$ cat config.mk
export PLATFORM = sky130hd
export DESIGN_NAME = traffic_sequencer_flat
export DESIGN_NICKNAME = d
export VERILOG_FILES = /design/src/rtl/traffic_pkg.sv /design/src/rtl/traffic_sequencer_if.sv /design/src/rtl/traffic_sequencer_ped_latch.sv /design/src/rtl/traffic_sequencer.sv /design/src/flat_wrapper.sv
export SDC_FILE = /design/constraint.sdc
export NUM_CORES = 1
export LEC_CHECK = 0
export ABC_AREA = 1
export CAP_MARGIN = 15
export CORE_AREA = 2 2 44 54
export CTS_CLUSTER_SIZE = 12
export DETAILED_ROUTE_END_ITERATION = 12
export DIE_AREA = 0 0 46 56
export HOLD_SLACK_MARGIN = 0.08
export PLACE_DENSITY = 0.79
export SLEW_MARGIN = 20
export SYNTH_ARGS = -nofsm -noshare
export SYNTH_HDL_FRONTEND = slang
export SYNTH_SLANG_ARGS = --single-unit
$ cat constraint.sdc
create_clock -name clk -period 3.2 [get_ports clk]
set_clock_uncertainty 0.15 [all_clocks]
set_input_delay 0.32 -clock clk [delete_from_list [all_inputs] [get_ports clk]]
set_output_delay 0.32 -clock clk [all_outputs]
set_load 0.01 [all_outputs]
$ cat src/rtl/traffic_pkg.sv
// traffic_pkg: shared types and constants for the intersection phase sequencer.
//   - state_e        : 3-bit phase state encoding (code 3'd7 is illegal)
//   - LAMP_*         : one-hot lamp codes, [2]=red [1]=yellow [0]=green
//   - *_END          : counter value on which each phase is left
//   - CNT_W          : phase counter width
//   - main_lamp/side_lamp : lamp decode of a state (unknown states -> red)
//   - count_in_range : checks that a counter value belongs to a state
// Optional feature macro: TRAFFIC_PED_EN (pedestrian walk phase).
package traffic_pkg;

  localparam int CNT_W = 6;

  typedef enum logic [2:0] {
    MAIN_GREEN  = 3'd0,
    MAIN_YELLOW = 3'd1,
    ALL_RED_A   = 3'd2,
    SIDE_GREEN  = 3'd3,
    SIDE_YELLOW = 3'd4,
    ALL_RED_B   = 3'd5,
    PED_WALK    = 3'd6
  } state_e;

  localparam logic [2:0] LAMP_RED = 3'b100;
  localparam logic [2:0] LAMP_YEL = 3'b010;
  localparam logic [2:0] LAMP_GRN = 3'b001;

  localparam logic [CNT_W-1:0] MG_END  = 6'd11;
  localparam logic [CNT_W-1:0] MY_END  = 6'd13;
  localparam logic [CNT_W-1:0] ARA_END = 6'd15;
  localparam logic [CNT_W-1:0] SG_END  = 6'd26;
  localparam logic [CNT_W-1:0] SY_END  = 6'd28;
  localparam logic [CNT_W-1:0] ARB_END = 6'd30;
  localparam logic [CNT_W-1:0] PW_END  = 6'd40;

  // Main-road lamp for a state; anything not explicitly green/yellow is red.
  function automatic logic [2:0] main_lamp(input state_e s);
    logic [2:0] lamp;
    case (s)
      MAIN_GREEN:  lamp = LAMP_GRN;
      MAIN_YELLOW: lamp = LAMP_YEL;
      default:     lamp = LAMP_RED;
    endcase
    return lamp;
  endfunction

  // Side-road lamp for a state; anything not explicitly green/yellow is red.
  function automatic logic [2:0] side_lamp(input state_e s);
    logic [2:0] lamp;
    case (s)
      SIDE_GREEN:  lamp = LAMP_GRN;
      SIDE_YELLOW: lamp = LAMP_YEL;
      default:     lamp = LAMP_RED;
    endcase
    return lamp;
  endfunction

  // True when the counter lies inside the window owned by the state.
  // Illegal encodings (and PED_WALK when the feature is absent) never match.
  function automatic logic count_in_range(input state_e s, input logic [CNT_W-1:0] c);
    logic ok;
    case (s)
      MAIN_GREEN:  ok = (c <= MG_END);
      MAIN_YELLOW: ok = (c > MG_END)  && (c <= MY_END);
      ALL_RED_A:   ok = (c > MY_END)  && (c <= ARA_END);
      SIDE_GREEN:  ok = (c > ARA_END) && (c <= SG_END);
      SIDE_YELLOW: ok = (c > SG_END)  && (c <= SY_END);
      ALL_RED_B:   ok = (c > SY_END)  && (c <= ARB_END);
`ifdef TRAFFIC_PED_EN
      PED_WALK:    ok = (c > ARB_END) && (c <= PW_END);
`endif
      default:     ok = 1'b0;
    endcase
    return ok;
  endfunction

endpackage

$ cat src/rtl/traffic_sequencer_if.sv
// traffic_sequencer_if: control and lamp signals of the phase sequencer.
//   tick        : one-cycle advance strobe from the prescaler
//   ped_btn     : synchronised pedestrian button level
//   counter     : current phase count
//   main_light  : main-road lamp (one-hot red/yellow/green)
//   side_light  : side-road lamp (one-hot red/yellow/green)
//   walk        : pedestrian walk lamp
//   ped_pending : pedestrian request latched
// Modports: master drives tick/ped_btn, slave (the sequencer) drives the rest.
interface traffic_sequencer_if;
  import traffic_pkg::*;

  logic             tick;
  logic             ped_btn;
  logic [CNT_W-1:0] counter;
  logic [2:0]       main_light;
  logic [2:0]       side_light;
  logic             walk;
  logic             ped_pending;

  modport master (
    output tick, ped_btn,
    input  counter, main_light, side_light, walk, ped_pending
  );

  modport slave (
    input  tick, ped_btn,
    output counter, main_light, side_light, walk, ped_pending
  );
endinterface

$ cat src/rtl/traffic_sequencer_ped_latch.sv
// ped_latch: set/clear flop holding the pedestrian request.
//   clk, rst : clock and asynchronous active-high reset
//   set      : request level (button)
//   clr      : clear strobe, wins over set
//   inhibit  : blocks set (asserted while the walk phase is active)
//   pending  : latched request
module ped_latch (
  input  logic clk,
  input  logic rst,
  input  logic set,
  input  logic clr,
  input  logic inhibit,
  output logic pending
);

  logic pending_r;

  // Request flop: clear has priority, set is ignored while inhibited.
  always_ff @(posedge clk or posedge rst) begin
    if (rst) begin
      pending_r <= 1'b0;
    end else if (clr) begin
      pending_r <= 1'b0;
    end else if (set && !inhibit) begin
      pending_r <= 1'b1;
    end else begin
      pending_r <= pending_r;
    end
  end

  assign pending = pending_r;

endmodule

$ cat src/rtl/traffic_sequencer.sv
// traffic_sequencer: Moore phase sequencer for the intersection controller.
//   clk  : system clock
//   rst  : asynchronous active-high reset
//   bus  : traffic_sequencer_if.slave (tick, ped_btn in; counter, lamps,
//          walk, ped_pending out)
// All outputs come straight from flops. Lamp flops are loaded with the decode
// of the next state, so they always equal the decode of the state register.
// Optional feature macro: TRAFFIC_PED_EN enables the PED_WALK phase and the
// pedestrian request latch; without it ped_btn is ignored and walk and
// ped_pending are held at 0.
module traffic_sequencer
  import traffic_pkg::*;
(
  input  logic                clk,
  input  logic                rst,
  traffic_sequencer_if.slave  bus
);

  state_e           state_r;
  state_e           state_next_s;
  logic [CNT_W-1:0] counter_r;
  logic [CNT_W-1:0] counter_next_s;
  logic [2:0]       main_light_r;
  logic [2:0]       side_light_r;

`ifdef TRAFFIC_PED_EN
  logic ped_pending_s;
  logic ped_clr_s;
  logic ped_inhibit_s;
  logic walk_r;
`else
  logic ped_btn_unused_s;
`endif

  // Next-state and next-count: only a tick moves the machine; an out-of-window
  // counter or illegal state is recovered to MAIN_GREEN with count 0.
  always_comb begin
    state_next_s   = state_r;
    counter_next_s = counter_r;
    if (bus.tick) begin
      if (!count_in_range(state_r, counter_r)) begin
        state_next_s   = MAIN_GREEN;
        counter_next_s = {CNT_W{1'b0}};
      end else begin
        case (state_r)
          MAIN_GREEN: begin
            if (counter_r == MG_END) state_next_s = MAIN_YELLOW;
            else                     state_next_s = MAIN_GREEN;
          end
          MAIN_YELLOW: begin
            if (counter_r == MY_END) state_next_s = ALL_RED_A;
            else                     state_next_s = MAIN_YELLOW;
          end
          ALL_RED_A: begin
            if (counter_r == ARA_END) state_next_s = SIDE_GREEN;
            else                      state_next_s = ALL_RED_A;
          end
          SIDE_GREEN: begin
            if (counter_r == SG_END) state_next_s = SIDE_YELLOW;
            else                     state_next_s = SIDE_GREEN;
          end
          SIDE_YELLOW: begin
            if (counter_r == SY_END) state_next_s = ALL_RED_B;
            else                     state_next_s = SIDE_YELLOW;
          end
          ALL_RED_B: begin
            if (counter_r == ARB_END) begin
`ifdef TRAFFIC_PED_EN
              if (ped_pending_s) state_next_s = PED_WALK;
              else               state_next_s = MAIN_GREEN;
`else
              state_next_s = MAIN_GREEN;
`endif
            end else begin
              state_next_s = ALL_RED_B;
            end
          end
`ifdef TRAFFIC_PED_EN
          PED_WALK: begin
            if (counter_r == PW_END) state_next_s = MAIN_GREEN;
            else                     state_next_s = PED_WALK;
          end
`endif
          default: state_next_s = MAIN_GREEN;
        endcase
        // Entering MAIN_GREEN restarts the count; every other tick counts up
        // (PED_WALK continues from 31 after ALL_RED_B's 30).
        if ((state_next_s == MAIN_GREEN) && (state_r != MAIN_GREEN)) begin
          counter_next_s = {CNT_W{1'b0}};
        end else begin
          counter_next_s = counter_r + 6'd1;
        end
      end
    end else begin
      state_next_s   = state_r;
      counter_next_s = counter_r;
    end
  end

  // State, counter and lamp registers.
  always_ff @(posedge clk or posedge rst) begin
    if (rst) begin
      state_r      <= MAIN_GREEN;
      counter_r    <= {CNT_W{1'b0}};
      main_light_r <= LAMP_GRN;
      side_light_r <= LAMP_RED;
    end else begin
      state_r      <= state_next_s;
      counter_r    <= counter_next_s;
      main_light_r <= main_lamp(state_next_s);
      side_light_r <= side_lamp(state_next_s);
    end
  end

  assign bus.counter    = counter_r;
  assign bus.main_light = main_light_r;
  assign bus.side_light = side_light_r;

`ifdef TRAFFIC_PED_EN
  // Clear the request exactly on the tick that enters the walk phase.
  assign ped_clr_s     = bus.tick && (state_r == ALL_RED_B) && (state_next_s == PED_WALK);
  assign ped_inhibit_s = (state_r == PED_WALK);

  ped_latch u_ped_latch (
    .clk     (clk),
    .rst     (rst),
    .set     (bus.ped_btn),
    .clr     (ped_clr_s),
    .inhibit (ped_inhibit_s),
    .pending (ped_pending_s)
  );

  // Walk lamp register, loaded with the decode of the next state.
  always_ff @(posedge clk or posedge rst) begin
    if (rst) begin
      walk_r <= 1'b0;
    end else begin
      walk_r <= (state_next_s == PED_WALK);
    end
  end

  assign bus.walk        = walk_r;
  assign bus.ped_pending = ped_pending_s;
`else
  assign ped_btn_unused_s = bus.ped_btn;
  assign bus.walk         = 1'b0;
  assign bus.ped_pending  = 1'b0;
`endif

endmodule

$ cat src/flat_wrapper.sv
// flat-port wrapper written by rule: the top's interface ports become plain ports
module traffic_sequencer_flat import traffic_pkg::*;
  (clk, rst, bus_tick, bus_ped_btn, bus_counter, bus_main_light, bus_side_light, bus_walk, bus_ped_pending);
  traffic_sequencer_if bus_i ();
  input  logic clk;
  input  logic rst;
  input wire logic [$bits(bus_i.tick)-1:0] bus_tick;
  input wire logic [$bits(bus_i.ped_btn)-1:0] bus_ped_btn;
  output wire logic [$bits(bus_i.counter)-1:0] bus_counter;
  output wire logic [$bits(bus_i.main_light)-1:0] bus_main_light;
  output wire logic [$bits(bus_i.side_light)-1:0] bus_side_light;
  output wire logic [$bits(bus_i.walk)-1:0] bus_walk;
  output wire logic [$bits(bus_i.ped_pending)-1:0] bus_ped_pending;
  assign bus_i.tick = bus_tick;
  assign bus_i.ped_btn = bus_ped_btn;
  assign bus_counter = bus_i.counter;
  assign bus_main_light = bus_i.main_light;
  assign bus_side_light = bus_i.side_light;
  assign bus_walk = bus_i.walk;
  assign bus_ped_pending = bus_i.ped_pending;
  traffic_sequencer u_core (.clk(clk), .rst(rst), .bus(bus_i));
endmodule
==> flow_results.org, run 1 <==
** Setup path
- The number of cells on the worst reg-to-reg path is 11.
- Worst EP arrival :: around 2.0 ns
- WS Path Type :: flip-flop to flip-flop
- Reg-to-Reg Start :: u_core.bus.counter[0]
- Crit path required time :: around 3.2 ns
- Origin of the worst setup path :: u_core.bus.counter[0]
- Kind of start point of the critical path :: flip-flop
- Worst setup EP type :: flip-flop
- Biggest fanout along the worst timing path :: 7

** Pwr
- Net switching is a little over two fifths of the power.
- Power per standard cell area :: about 630 mW/mm^2
- Total power of the final layout :: roughly 0.78 mW
- For this design the total switching power over the nets is about 0.34 mW.
- LEAKAGE :: between 0.6 and 0.7 nW
- Register share of total power :: a little under two fifths
- In this run, the combinational gates consume about 49% of the power.
- Peak supply drop :: roughly 0.48 mV
- Share of total power in the clock network :: between 10% and 20%
- Internal cell power :: about 0.44 mW

** Clocking
- Clock tree synthesis selected as its root buffer the cell clkbuf_4.
- The number of setup buffers added after CTS is 0.
- After clock tree synthesis, the repair step resized 0 gates.
- Cts bufs inserted :: 3
- CTS hold repair buffers :: 0
- After clock tree synthesis, the clock-pin slew on the worst setup and hold paths is approximately 0.080 ns.
- The clock net in this run drives a total of 15 sinks.
- CTS tree :: yes
- Level count of the clock H-tree :: 1
- Clock network latency to the later pin of the worst-skew pair :: around 0.27 ns
- Maximum root-to-sink buffer count :: 2

** Layout
- Layout cells sized above 1 :: 18.4%
- Commonest non-fill, non-tap cells in the layout :: 29 x nor2_1, 28 x nand2_1, 14 x clkdlybuf4s50_1, 13 x dfrtp_1, 12 x inv_1
- Antenna Cells :: 0
- Post-synthesis to final-layout area growth :: 15.6%
- The finished cells cover roughly 0.0012 sq mm.
- Fin nets :: between 150 and 200
- The library cell used most frequently in the layout, excluding fill and tap cells, is nor2_1.
- Post-Route Utilization :: about three fifths

** Global routing
- Vias in the first global route :: about 900
- The first global-routing pass estimated 3.76 mm of wire.
- The number of antenna violations at the first check in global routing came to 0.
- For this run, the total global-route usage over all layers was measured as around a fifth.
- Summed over all layers, the global routing overflow is 0.
- Pin count of the biggest net entering global routing :: 16

** STA
- The count of endpoints failing hold in the final timing report is 0.
- Timing would allow up to around 490 MHz.
- Final Worst Setup Slack :: 1.16 ns
- Accumulated negative setup slack :: 0 ns
- Final clock period utilization by the worst path :: between 60 and 70%
- Setup repair after global routing left no endpoint under its margin.
- Relative slew slack :: about 65%
- Slew at the pin closest to its max-slew limit :: 0.530 ns
- Pins over their slew limit :: 0
- The smallest clock period supported by the final layout is computed as about 2.0 ns.
- Setup violators final :: 0

** Synth
- The share of synthesized area in the top cell type comes to a little under a third.
- Of all cell types, the one taking the most synthesized area is dfrtp_1.
- Synthesized instance count :: ~150
- Syn. warnings :: 0
- After synthesis, the mean cell area works out to just over 7 sq um.
- Proportion of synthesized chip area in sequential cells :: a little over a third
- Synthesized flop and latch total :: 15
- The number of different library cells used by synthesis comes to 27.
- Sorting the synthesized cells by area gives the leading types as dfrtp_1 30%, nor2_1 10%, nand2_1 9.8%, nand3_1 5.1%, dfstp_2 4.9%.
- Netlist area before placement :: around 0.0011 sq mm

** Floorplanning
- Horizontal die dimension :: approximately 46 um
- Top-level port count :: 18
- Placeable core area :: slightly above 0.002 sq mm
- The floorplan has 18 rows.
- The initial utilization of the core area, before any placement, comes to ~53%.
- The die covers ~0.0026 sq mm.
- Die height :: between 50 and 60 um

** Route
- Remaining DRCs :: 0
- Via/cell ratio :: 5.35
- Via count :: 979
- In the final routed layout, each cell accounts on average for between 10 and 15 um.
- Total detailed-routing wirelength :: about 2.1 mm
- Number of iterations in the first detailed-routing pass :: 4
- For this block, the initial DRC count from the detailed router was 32.
- Antenna violation net count after detailed routing :: 0

** Placed design
- At the end of routability-driven placement, the weighted congestion stood at ~0.9.
- Post-placement setup slack :: roughly 1.1 ns
- Placement-stage cell area :: approximately 0.0012 sq mm
- HPWL reported at the end of detailed placement :: ~1.7 mm
- Port Buffer Count :: 14

** Status
- Outcome :: complete, no violations

** Run
- Across the run, the number of max-cap violations was 0.

** Min path
- The worst hold path belongs to the class primary input to asynchronous set/reset pin.
-- power by group through the flow --
stage	combinational (mW)	sequential, mW	clock, mW
after floorplan	0.257	0.298	0
after global placement	0.378	0.297	0
after detailed placement	0.386	0.299	0
after CTS	0.388	0.296	0.107
after global routing	0.428	0.305	0.115
final	0.386	0.297	0.101
-- worst max-delay path, cell delays in order, from the launching register on --
cell	delay (ns)
dfrtp_1	0.45
inv_1	0.19
ha_1	0.20
nand3_2	0.13
nand2_1	0.08
nand2_1	0.05
nor2_1	0.15
nand2_1	0.07
nor2_1	0.09
nand3_1	0.14
nand4_1	0.11
o21ai_0	0.11
-- synthesized netlist by cell type (all sizes together) --
master  number
inv         16
clkinv       2
ha           4
dfstp        2
nand4        3
nand2       37
nand3       14
o21ai        7
conb         1
nor3         1
a21oi        6
nor2        34
xnor2        1
xor2         2
o31ai        1
buf          4
dfrtp       13
-- cells by family (layout without fill, tap and decap cells) --
group,after synthesis,after routing,synth area share (%)
AO/OA/AOI/OAI,14,14,8.13
XOR/XNOR,3,3,2.44
adder cells (fa/ha/maj),4,4,4.65
buffers and inverters,22,36,8.94
flip-flops,15,15,35.1
other,1,2,0.348
AND/OR/NAND/NOR,89,89,40.4
-- area by class of cell --
cell class                      count  area (sq um)
Fill cell                         188           782
Multi-Input combinational cell    112           607
Sequential cell                    15           378
Timing Repair Buffer               14           140
Inverter                           18          68.8
Clock buffer                        4          26.3
Tap cell                           20          25.0
-- state kept, by name (all words and copies together) (netlist names) --
register	cells
u_core.bus.counter	6
u_core.bus.main_light	3
u_core.bus.side_light	3
u_core.state_r	3
-- metrics by stage --
stage / hold WS, ns / cells
after floorplan: 0.0700 / 149
after global placement: 0.446 / 179
after detailed placement: 0.450 / 179
after CTS: 0.236 / 183
after global routing: 0.291 / 183
final: 0.228 / 183
-- path summary, 6_finish.rpt --
check                      slack, ns                        to
max                             1.16     u_core.bus.counter[0]
min                             0.23  u_core.bus.main_light[2]
max reg2reg                     1.16     u_core.bus.counter[0]
min reg2reg                     0.46         u_core.state_r[1]
max in group asynchronous       2.31  u_core.bus.side_light[2]
min in group clk                0.46         u_core.state_r[1]
-- per-layer routing --
metal / wire (um) / global-route usage, %
met5: 0 / 0
met4: 42 / 9.39
met3: 95 / 2.60
met2: 1040 / 28.8
met1: 916 / 26.4
(Power assumes the default switching activity.)
==> run 2: changes to the inputs <==
CORE_AREA = 2 2 47 58   (was 2 2 44 54)
DIE_AREA = 0 0 49 60   (was 0 0 46 56)
PLACE_DENSITY = 0.72   (was 0.79)
clock period = 1.79 ns   (was 3.2 ns; I/O delays follow)
==> run 2 against run 1 <==
  * Worst hold slack worse by 0.13 ns
  * Die area rose by 14%
  * Clock power rose by 86%
  * Sequential power up 81%
  * Global-route usage rose by 1.5 points
  * Combinational power rose to 3.4 times the previous value
  * The run now ends with setup timing left
==> flow_results.org, run 2 (same netlist as run 1, synthesis figures left out) <==
** Global routing
- The number of antenna violations at the first check in global routing came to 0.
- Across every metal layer, demand over resource in global routing totals 20.7%.
- Pin count of the biggest net entering global routing :: 16
- After global routing the overflow that remains totals 0.
- First-pass GRT wire length :: 4.71 mm
- Vias in the first global route :: 1,141

** Clocking
- TritonCTS built the clock tree.
- CTS placed an instance of clkbuf_4 at the clock tree root.
- At the later pin of the worst-skew pair, clock insertion delay measures around 0.28 ns.
- Maximum root-to-sink buffer count :: 2
- Clock-pin slew was measured on the worst setup and hold paths at about 0.090 ns.
- Level count of the clock H-tree :: 1
- Buffers inserted during clock tree synthesis total 3.
- Number of clock sinks seen by CTS :: 15

** Setup path
- Slowest Stage Delay on Critical Path :: 0.45 ns
- For the worst setup path, the data required time is between 1.5 and 2 ns.
- Worst reg-to-reg setup slack :: -0.20 ns
- Along the worst path, the maximum fanout reaches 5.
- The signal on the critical path passes through inv_2 -> ha_2 -> nor2_2 -> nor2_1 -> nand2_1 -> nand3_2 -> nor2_4 -> nand2_4 -> nand3_2 -> nand2_4 -> inv_2 -> nand2_2 -> nor2_2.
- Counting both buffers and inverters, the worst setup path holds a total of 2.
- Critical path's slowest cell :: dfrtp_2
- Data arrives at the worst endpoint at roughly 2 ns.
- The worst setup path is captured at a flip-flop.
- On the critical path the largest part of the delay comes from simple AND/OR/NAND/NOR gates.
- The worst setup path is launched from a flip-flop.
- By startpoint and endpoint, the worst setup path is classified as flip-flop to flip-flop.

** Run
- Across the run, the number of max-cap violations was 0.

** Floorplanning
- The initialized floorplan defines 20 standard-cell rows.
- Horizontal die dimension :: 49 um
- The die covers about 0.0029 sq mm.
- Placeable core area :: between 0.002 and 0.0025 sq mm
- For this configuration, the core starts out at a cell density of ~44%.
- Die height :: ~60 um
- Top-level port count :: 18

** Pwr
- LEAKAGE :: 0.760 nW
- Power per standard cell area :: 1210 mW/mm^2
- Peak supply drop :: roughly 0.94 mV
- Total power of the final layout :: around 2.0 mW

** STA
- Headroom to the max-slew limit came out at roughly 63%.
- Slew at the pin closest to its max-slew limit :: 0.552 ns
- Final clock period utilization by the worst path :: 111%
- Final critical delay including setup and external delays :: around 2 ns
- Final Worst Setup Slack :: -0.198 ns
- Setup violations remaining at the end of the flow were counted as 12.
- Top achievable clock speed :: between 500 and 600 MHz
- The count of endpoints failing hold in the final timing report is 0.
- Pins over their slew limit :: 0
- Setup repair after global routing could not meet its margin everywhere.

** Route
- Antenna violation net count after detailed routing :: 0
- Number of iterations in the first detailed-routing pass :: 4
- The final route contains between 1,000 and 1,500 vias.
- After detailed routing, the number of remaining DRC violations is 0.
- Dividing the detail-routed wire length by the instance count gives 15.6 um.
- DR iter-0 viols :: 54
- Using the TritonRoute via totals, the vias-per-cell ratio works out to between 5 and 6.
- Total detailed-routing wirelength :: 3.42 mm

** Placed design
- Port Buffer Count :: 14
- After legalization and detailed placement, the total HPWL measured 2.03 mm.
- Global placer's final weighted congestion :: about 0.88
- Once placement finished, the instance area stood at between 0.001 and 0.0015 sq mm.
- Post-placement setup slack :: -0.135 ns

** Status
- The flow ran to the end, but the final reports show violations.
- The final reports fail on setup timing.

** Layout
- The top cell types in the final layout, fill and taps aside, are 20 x nand2_1, 20 x buf_4, 13 x nor2_1.
- The repair_antennas step left the layout with diodes totalling 0.
- After routing the design area is ~0.0017 sq mm.
- Fin nets :: 195
- Post-synthesis to final-layout area growth :: 57.4%
- The register with the most flip-flops in the layout has 6 of them.
- Layout cells sized above 1 :: a little over half
- Filler cell count :: 180

** Min path
- The min-delay analysis places its worst path in the category primary input to asynchronous set/reset pin.
-- run 2: worst register-to-register path, stage by stage, from the launching register on --
cell     delay [ns]
dfrtp_2        0.45
inv_2          0.11
ha_2           0.23
nor2_2         0.06
nor2_1         0.18
nand2_1        0.10
nand3_2        0.09
nor2_4         0.05
nand2_4        0.11
nand3_2        0.10
nand2_4        0.11
inv_2          0.05
nand2_2        0.06
nor2_2         0.04
-- run 2: routing by layer --
| layer | GRT usage [%] | wire length, um | up-vias |
|---|---|---|---|
| met5 | 0 | 0 | - |
| met2 | 39.7 | 1860 | 42 |
| li1 | - | - | 537 |
| met3 | 2.75 | 152 | 12 |
| met1 | 20.7 | 1280 | 573 |
| met4 | 14.7 | 129 | 0 |
-- run 2: final timing paths --
kind	cells past startpoint	to	from
setup / recovery	13	u_core.bus.side_light[1]	u_core.bus.counter[1]
hold / removal	2	u_core.bus.main_light[2]	rst
setup reg to reg	13	u_core.bus.side_light[1]	u_core.bus.counter[1]
hold reg to reg	2	u_core.state_r[1]	u_core.state_r[1]
max in group asynchronous	2	u_core.bus.counter[0]	rst
min in group clk	2	u_core.state_r[1]	u_core.state_r[1]
-- run 2: stage by stage --
step | util [%] | setup TNS (ns) | instances | hold WS [ns]
after floorplan | - | 0 | 149 | -0.0711
after global placement | 56.2 | -0.222 | 209 | 0.393
after detailed placement | 56.2 | -0.980 | 209 | 0.408
after CTS | 63.2 | -0.0836 | 216 | 0.100
after global routing | 69.8 | -2.80 | 219 | 0.166
final | 69.8 | -1.50 | 219 | 0.0952
-- run 2: cell type report --
type,instances,area [sq um],area share (%)
multi-input cells,112,830,48.9
flip-flops and latches,15,385,22.7
repair buffers,37,337,19.9
inverters,18,76.3,4.50
well taps,33,41.3,2.44
clock buffers,4,26.3,1.55
-- run 2: what timing repair did --
item,CTS,global route
pin swaps,10,2
hold buffers,0,0
endpoints found under the setup margin,11,14
resized for setup,37,36
setup buffers,3,4
-- run 2: power breakdown --
group / internal [mW] / switching (mW)
clock network: 0.0864 / 0.101
registers: 0.429 / 0.108
logic: 0.627 / 0.695
total: 1.14 / 0.904
